`config.mk`:
```
export PLATFORM = sky130hd
export DESIGN_NAME = regfile_write_arbiter_flat
export DESIGN_NICKNAME = d
export VERILOG_FILES = /design/src/rtl/regfile_write_arbiter_if.sv /design/src/rtl/regfile_write_arbiter.sv /design/src/flat_wrapper.sv
export SDC_FILE = /design/constraint.sdc
export NUM_CORES = 1
export LEC_CHECK = 0
export BUFFER_PORTS_ARGS = -buffer_cell sky130_fd_sc_hd__buf_2
export CORE_MARGIN = 2
export CORE_UTILIZATION = 43
export DETAILED_ROUTE_END_ITERATION = 8
export GPL_ROUTABILITY_DRIVEN = 0
export PLACE_DENSITY_LB_ADDON = 0.12
export SYNTH_ARGS = -nofsm -noshare
export SYNTH_HDL_FRONTEND = slang
export SYNTH_SLANG_ARGS = --single-unit
```
`constraint.sdc`:
```
create_clock -name clk_i -period 1.8 [get_ports clk_i]
set_clock_uncertainty 0.05 [all_clocks]
set_input_delay 0.36 -clock clk_i [delete_from_list [all_inputs] [get_ports clk_i]]
set_output_delay 0.36 -clock clk_i [all_outputs]
set_load 0.02 [all_outputs]
```
`src/rtl/regfile_write_arbiter_if.sv`:
```
// Bundle between the writeback/multi-cycle requesters and the register-file write port.
// The master modport drives requests; the slave modport is the arbiter side.
interface regfile_write_arbiter_if;
  logic        wb_valid;
  logic [4:0]  wb_rd;
  logic [31:0] wb_data;
  logic        mc_valid;
  logic [4:0]  mc_rd;
  logic [31:0] mc_data;
  logic        mc_ready;
  logic        stall_wb;
  logic        rf_we;
  logic [4:0]  rf_a3;
  logic [31:0] rf_wd;

  modport master (
    output wb_valid, wb_rd, wb_data, mc_valid, mc_rd, mc_data,
    input  mc_ready, stall_wb, rf_we, rf_a3, rf_wd
  );

  modport slave (
    input  wb_valid, wb_rd, wb_data, mc_valid, mc_rd, mc_data,
    output mc_ready, stall_wb, rf_we, rf_a3, rf_wd
  );
endinterface

```
`src/rtl/regfile_write_arbiter.sv`:
```
// Shares the single register-file write port between pipeline writeback (priority) and a
// multi-cycle unit, stalling writeback for one cycle once the multi-cycle unit has starved.
module regfile_write_arbiter #(
  parameter int unsigned STARVE_LIMIT = 4
) (
  input  logic                    clk_i,
  input  logic                    reset_ni,
  regfile_write_arbiter_if.slave  bus_io
);

  localparam logic [3:0] Limit = 4'(STARVE_LIMIT);

  typedef enum logic [1:0] {StIdle, StWait, StForce} state_e;

  state_e      state_q, state_d;
  logic [3:0]  cnt_q, cnt_d;
  logic        stall_wb_q, stall_wb_d;
  logic        rf_we_q, rf_we_d;
  logic [4:0]  rf_a3_q, rf_a3_d;
  logic [31:0] rf_wd_q, rf_wd_d;

  logic wb_use;
  logic mc_ready;

  // A writeback to x0 never claims the port, so the multi-cycle unit may use it.
  assign wb_use   = bus_io.wb_valid && (bus_io.wb_rd != 5'd0) && !stall_wb_q;
  assign mc_ready = reset_ni && bus_io.mc_valid && !wb_use;

  always_comb begin
    state_d = state_q;
    cnt_d   = cnt_q;
    unique case (state_q)
      StIdle: begin
        if (bus_io.mc_valid && !mc_ready) begin
          cnt_d   = 4'd1;
          state_d = (Limit == 4'd1) ? StForce : StWait;
        end else begin
          cnt_d = 4'd0;
        end
      end
      StWait: begin
        if (mc_ready || !bus_io.mc_valid) begin
          state_d = StIdle;
          cnt_d   = 4'd0;
        end else if (cnt_q >= Limit - 4'd1) begin
          // Saturate at the limit rather than incrementing past it.
          state_d = StForce;
          cnt_d   = Limit;
        end else begin
          cnt_d = cnt_q + 4'd1;
        end
      end
      StForce: begin
        state_d = StIdle;
        cnt_d   = 4'd0;
      end
      default: begin
        state_d = StIdle;
        cnt_d   = 4'd0;
      end
    endcase
  end

  assign stall_wb_d = (state_d == StForce);

  always_comb begin
    rf_we_d = 1'b0;
    rf_a3_d = rf_a3_q;
    rf_wd_d = rf_wd_q;
    if (wb_use) begin
      rf_we_d = 1'b1;
      rf_a3_d = bus_io.wb_rd;
      rf_wd_d = bus_io.wb_data;
    end else if (mc_ready && (bus_io.mc_rd != 5'd0)) begin
      rf_we_d = 1'b1;
      rf_a3_d = bus_io.mc_rd;
      rf_wd_d = bus_io.mc_data;
    end
  end

  always_ff @(posedge clk_i) begin
    if (!reset_ni) begin
      state_q    <= StIdle;
      cnt_q      <= 4'd0;
      stall_wb_q <= 1'b0;
      rf_we_q    <= 1'b0;
      rf_a3_q    <= 5'd0;
      rf_wd_q    <= 32'd0;
    end else begin
      state_q    <= state_d;
      cnt_q      <= cnt_d;
      stall_wb_q <= stall_wb_d;
      rf_we_q    <= rf_we_d;
      rf_a3_q    <= rf_a3_d;
      rf_wd_q    <= rf_wd_d;
    end
  end

  assign bus_io.mc_ready = mc_ready;
  assign bus_io.stall_wb = stall_wb_q;
  assign bus_io.rf_we    = rf_we_q;
  assign bus_io.rf_a3    = rf_a3_q;
  assign bus_io.rf_wd    = rf_wd_q;

endmodule
```
`src/flat_wrapper.sv`:
```
// flat-port wrapper written by rule: the top's interface ports become plain ports
module regfile_write_arbiter_flat 
#(
  parameter int unsigned STARVE_LIMIT = 4
)
  (clk_i, reset_ni, bus_io_wb_valid, bus_io_wb_rd, bus_io_wb_data, bus_io_mc_valid, bus_io_mc_rd, bus_io_mc_data, bus_io_mc_ready, bus_io_stall_wb, bus_io_rf_we, bus_io_rf_a3, bus_io_rf_wd);
  regfile_write_arbiter_if bus_io_i ();
  input  logic clk_i;
  input  logic reset_ni;
  input wire logic [$bits(bus_io_i.wb_valid)-1:0] bus_io_wb_valid;
  input wire logic [$bits(bus_io_i.wb_rd)-1:0] bus_io_wb_rd;
  input wire logic [$bits(bus_io_i.wb_data)-1:0] bus_io_wb_data;
  input wire logic [$bits(bus_io_i.mc_valid)-1:0] bus_io_mc_valid;
  input wire logic [$bits(bus_io_i.mc_rd)-1:0] bus_io_mc_rd;
  input wire logic [$bits(bus_io_i.mc_data)-1:0] bus_io_mc_data;
  output wire logic [$bits(bus_io_i.mc_ready)-1:0] bus_io_mc_ready;
  output wire logic [$bits(bus_io_i.stall_wb)-1:0] bus_io_stall_wb;
  output wire logic [$bits(bus_io_i.rf_we)-1:0] bus_io_rf_we;
  output wire logic [$bits(bus_io_i.rf_a3)-1:0] bus_io_rf_a3;
  output wire logic [$bits(bus_io_i.rf_wd)-1:0] bus_io_rf_wd;
  assign bus_io_i.wb_valid = bus_io_wb_valid;
  assign bus_io_i.wb_rd = bus_io_wb_rd;
  assign bus_io_i.wb_data = bus_io_wb_data;
  assign bus_io_i.mc_valid = bus_io_mc_valid;
  assign bus_io_i.mc_rd = bus_io_mc_rd;
  assign bus_io_i.mc_data = bus_io_mc_data;
  assign bus_io_mc_ready = bus_io_i.mc_ready;
  assign bus_io_stall_wb = bus_io_i.stall_wb;
  assign bus_io_rf_we = bus_io_i.rf_we;
  assign bus_io_rf_a3 = bus_io_i.rf_a3;
  assign bus_io_rf_wd = bus_io_i.rf_wd;
  regfile_write_arbiter #(.STARVE_LIMIT(STARVE_LIMIT)) u_core (.clk_i(clk_i), .reset_ni(reset_ni), .bus_io(bus_io_i));
endmodule
```
# Yosys cells after proc, flatten, opt, wreduce, memory -nomap -nowiden
# Cells that the tools add are included.
# Widths: inputs -> output; s select.
# classes
muxes,14
n_eq_ne,2
reduce_logical,15
n_addsub,1
magnitude_cmp,1
# op_table
cell,count
$mux 32,2
$mux 5,2
$reduce_bool 5->1,2
$mux 4,2
$pmux 4 s2,1
$logic_and 1x1->1,6
$mux 2,3
$add 4x1->4 const B,1
$ge 4x2->1 const B,1
$logic_not 1->1,4
$pmux 2 s2,1
$mux 1,3
$eq 2x1->1 const B,1
$eq 2x2->1 const B,1
$logic_not 2->1,1
$reduce_bool 2->1,1
$logic_or 1x1->1,1
# word_totals
output_inout_bits,40
reg_bits,45
elab_cells,39
in_bits,78

# Depth between registers and ports, before layout
# logic_depth
word_depth,10
depth_mapped,7
depth_no_buf,4

# Least setup slack after synthesis
# No wires, ideal clock.
# synth_timing
kind,input to output
startpoint,input port bus_io_wb_rd[1]
endpoint,output port bus_io_mc_ready
arrival_time_ns,1.559
path_stages,4
setup_slack_ns,-0.169
n_path_buf,1
required_ns,1.390
path_cell_list,or4_4 > o21a_1 > buf_2 > nor2_1
# synth_between
elab_chain_len,5
# synth_lines
element,line,source
start: declaration,flat_wrapper.sv:11,input wire logic [$bits(bus_io_i.wb_rd)-1:0] bus_io_wb_rd;
$reduce_bool 5->1,regfile_write_arbiter.sv:26,assign wb_use = bus_io.wb_valid && (bus_io.wb_rd != 5'd0) && !stall_wb_q;
$logic_and 1x1->1 (2 in series),regfile_write_arbiter.sv:26,
$logic_not 1->1,regfile_write_arbiter.sv:27,assign mc_ready = reset_ni && bus_io.mc_valid && !wb_use;
$logic_and 1x1->1,regfile_write_arbiter.sv:27,
end: declaration,flat_wrapper.sv:16,output wire logic [$bits(bus_io_i.mc_ready)-1:0] bus_io_mc_ready;
# No other way between the ends.

# Worst setup path in the final report
# Same ends and word-level chain as after synthesis.

==> parameters.txt <==
Parameter                              Value

Run status
  Run status ... finished with violations
  Violated checks ... negative setup slack

Timing
  Fmax ... 550 MHz
  Share of the clock period used by the worst path ... 101%
  Final WS setup ... -0.0169 ns
  Final Hold Fails ... 0
  Setup violations, final ... 1
  Final number of max-transition violations ... 0
  Shortest clock period the worst path allows after layout ... 1.82 ns
  RSZ-0062 raised after global routing ... true
  Total negative setup slack ... -0.0169 ns

Worst setup path
  Cell type of the slowest stage on the worst timing path ... sky130_fd_sc_hd__or4_4
  Crit path kind ... in -> out
  Most prevalent standard cell on the critical path ... sky130_fd_sc_hd__buf_6
  Nature of the critical path startpoint ... input pin
  Worst Setup End Kind ... primary output
  Data required, critical path ... 1.39 ns
  Cell-by-cell trace of the critical path ... buf_6, or4_4, o21a_4, nor2_4, buf_6
  Largest incremental delay on the critical path ... 0.54 ns
  Reg-to-reg setup timing slack ... 0.25 ns
  Reg-to-Reg Start ... u_core.bus_io.stall_wb
  Worst-case reg-to-reg path depth ... 5
  Largest fanout of any net on the critical path ... 2
  Data arrival time of the critical path ... 1.41 ns
  Endpoint of the worst register-to-register path ... u_core.state_q[0]

Final layout
  Synth-to-Final Area Change ... 42.6%
  Most common library cell in the layout ignoring fill and taps ... sky130_fd_sc_hd__buf_2
  Commonest non-fill, non-tap cells in the layout ... sky130_fd_sc_hd__buf_2 (114), sky130_fd_sc_hd__a21oi_1 (64), sky130_fd_sc_hd__dfxtp_1 (45)
  Cell Count, Final, Fillers Out ... 414
  Proportion of layout cells with a drive suffix above 1 ... 42.3%
  Post-layout net count ... 441
  Total inserted antenna cells ... 0

Min path
  Hold/Removal Path Class ... in -> reg
  Hold EP ... u_core.bus_io.rf_wd[17]
  Hold-critical path depth ... 3
  Hold Crit Start ... bus_io_wb_data[17]

Routing
  Count of TritonRoute iterations in the first routing pass ... 4
  Average wire length per cell after detail routing ... 13.0 microns
  Post-DRT Antenna Nets ... 0
  Iteration-0 DRC count of the detailed router ... roughly 70
  DRC violations left ... 0
  Count of vias placed by the detailed router ... roughly 2100
  Final routed wirelength across all metal layers ... between 5 and 6 mm
  DR vias/cell ... 5.08

Floorplanning
  Die area ... between 0.005 and 0.006 sq mm
  Floorplan row count ... 24
  Die span in y ... 71.3 microns
  Die X-Extent ... about 70 microns
  Ports placed on the boundary ... around 120
  Standard cell core area ... about 0.0044 sq mm
  Effective utilization at floorplan ... about 45%

Yosys
  Mean Syn Cell Area ... 8.21 sq um
  Part of the Yosys area used for sequential elements ... a little under half
  Number of synthesized flops with an enable pin ... 0
  Warnings from Yosys ... 0
  Post-synth top flop ... sky130_fd_sc_hd__dfxtp_1
  Synthesized netlist net count ... 316
  Share of synthesized registers carrying an async set or reset ... 0%
  Synthesized area ... roughly 0.002 sq mm
  Distinct cell type count after synthesis ... 33
  Top-area cell type share of the netlist area ... 46.3%
  Number of register bits inferred by synthesis ... 45
  Leading cell types by total area after synthesis ... sky130_fd_sc_hd__dfxtp_1 (46%), sky130_fd_sc_hd__a21oi_1 (16%), sky130_fd_sc_hd__o21ai_0 (8.7%)
  Largest area contributor in the netlist ... sky130_fd_sc_hd__dfxtp_1
  Synthesized netlist cell count ... about 240

Power and ir drop
  Clock Power Share ... 27.9%
  Fraction of power consumed by sequential logic ... 49.5%
  Total power of the final layout ... between 2 and 2.5 mW
  Power Dens Cells ... 799 mW/mm^2
  Switching power ... 629 uW
  Internal power consumption ... 1.59 mW
  Worst IR Drop VDD ... 0.509 mV
  Switching portion of total power ... 28.4%
  Leak ... about 1.3 nW
  Part of the total power dissipated in combinational logic ... 22.6%

CTS
  TritonCTS clock tree ... built
  Clock tree sinks ... 45
  Clk Latency, worst-skew pair ... 0.29 ns
  CTS Buf Count ... 5
  Maximum level of the CTS H-tree ... 2
  Number of hold-repair buffers added at the cts stage ... 0
  Clock transition time at the flip-flop clock pins of the worst setup and hold paths ... 0.08 ns
  CTS Root Buffer Type ... sky130_fd_sc_hd__clkbuf_8
  CTS max path bufs ... 2

GRT
  Number of antenna violations at the first check in global routing ... 0
  Total routing usage reported by global routing ... 21.2%
  First-pass GRT wire length ... 8.65 mm
  Pin count of the biggest net entering global routing ... 23
  Number of global-route vias before repair ... 1938
  Total gr overflow ... 0

Place
  Half-perimeter wire length after detailed placement ... slightly below 4 mm
  Placed Cells ... 406
  Port bufs ... 117

Job
  Count of maximum capacitance violations ... 0
final cells by class:
cell class	count	area (sq um)
Fill cell	425	1580
Multi-Input combinational cell	170	915
Sequential cell	45	901
Timing Repair Buffer	138	800
Clock buffer	7	86.3
Tap cell	52	65.1
Inverter	2	7.51
metrics by stage:
stage	cell area, sq um	worst slack (ns)	util [%]	hold slack, ns
floorplan	1960	0.000269	-	0.425
CTS	2770	-0.00418	63.6	0.277
detailed placement	2650	-0.145	60.9	0.388
global placement	2650	-0.126	60.9	0.383
global route	2770	-0.0394	63.7	0.296
finish	2770	-0.0169	63.7	0.284
how the worst max path moves through the flow:
stage,startpoint,to,slack (ns),cells after the start
finish,bus_io_wb_rd[1],bus_io_mc_ready,-0.02,5
global placement,bus_io_wb_rd[1],u_core.bus_io.rf_a3[2],-0.13,6
CTS,bus_io_wb_rd[1],bus_io_mc_ready,-0.004,5
global route,bus_io_wb_rd[1],bus_io_mc_ready,-0.04,5
floorplan,bus_io_wb_rd[1],bus_io_mc_ready,0.0003,4
detailed placement,bus_io_wb_rd[1],u_core.bus_io.rf_a3[2],-0.15,6
synthesized netlist by cell type, types with 3 or more instances:
library cell,number
sky130_fd_sc_hd__o21ai_0,34
sky130_fd_sc_hd__nor2_1,6
sky130_fd_sc_hd__clkbuf_1,5
sky130_fd_sc_hd__dfxtp_1,45
sky130_fd_sc_hd__buf_4,4
sky130_fd_sc_hd__a21oi_1,64
sky130_fd_sc_hd__buf_2,5
sky130_fd_sc_hd__a221oi_1,3
sky130_fd_sc_hd__and3_1,3
sky130_fd_sc_hd__nand2_1,35
sky130_fd_sc_hd__buf_6,4
state kept, by name (all words and copies together) (netlist names):
signal,cells
u_core.bus_io.rf_wd,32
u_core.bus_io.rf_a3,5
u_core.cnt_q,4
u_core.state_q,2
u_core.bus_io.rf_we,1
u_core.bus_io.stall_wb,1
timing repair:
| action | in CTS | in global routing |
|---|---|---|
| endpoints found under the setup margin | 1 | 1 |
| hold endpoints to repair | 0 | 0 |
| buffers inserted | 1 | 0 |
| resized for setup | 5 | 1 |
| pin swaps | 1 | 0 |
worst max-delay path, delay by kind of cell:
kind                   cells  cell delay, ns
buffers and inverters      2            0.21
AO/OA/AOI/OAI              1            0.23
AND/OR/NAND/NOR            2            0.62
layer usage:
| metal | track usage, % | part of all wire (%) |
|---|---|---|
| met1 | 24.5 | 40 |
| met2 | 37.9 | 51 |
| met3 | 5.06 | 7.0 |
| met4 | 8.18 | 1.7 |
| met5 | 0 | 0 |
power by group through the flow:
stage          clock network [mW]  logic, mW  registers (mW)
2_1_floorplan                   0      0.198            1.21
3_3_place_gp                    0      0.491            1.12
3_5_place_dp                    0      0.495            1.12
4_1_cts                     0.640      0.504            1.10
5_1_grt                     0.668      0.552            1.11
6_report                    0.618      0.502            1.10
logic make-up after synthesis:
| group | count (synthesis) | synth area share, % |
|---|---|---|
| flip-flops | 45 | 46.3 |
| AO/OA/AOI/OAI | 113 | 32.4 |
| buffers and inverters | 22 | 7.46 |
| adder cells (fa/ha/maj) | 1 | 0.643 |
| other | 1 | 0.193 |
| AND/OR/NAND/NOR | 55 | 13.0 |
(Power assumes the default switching activity.)
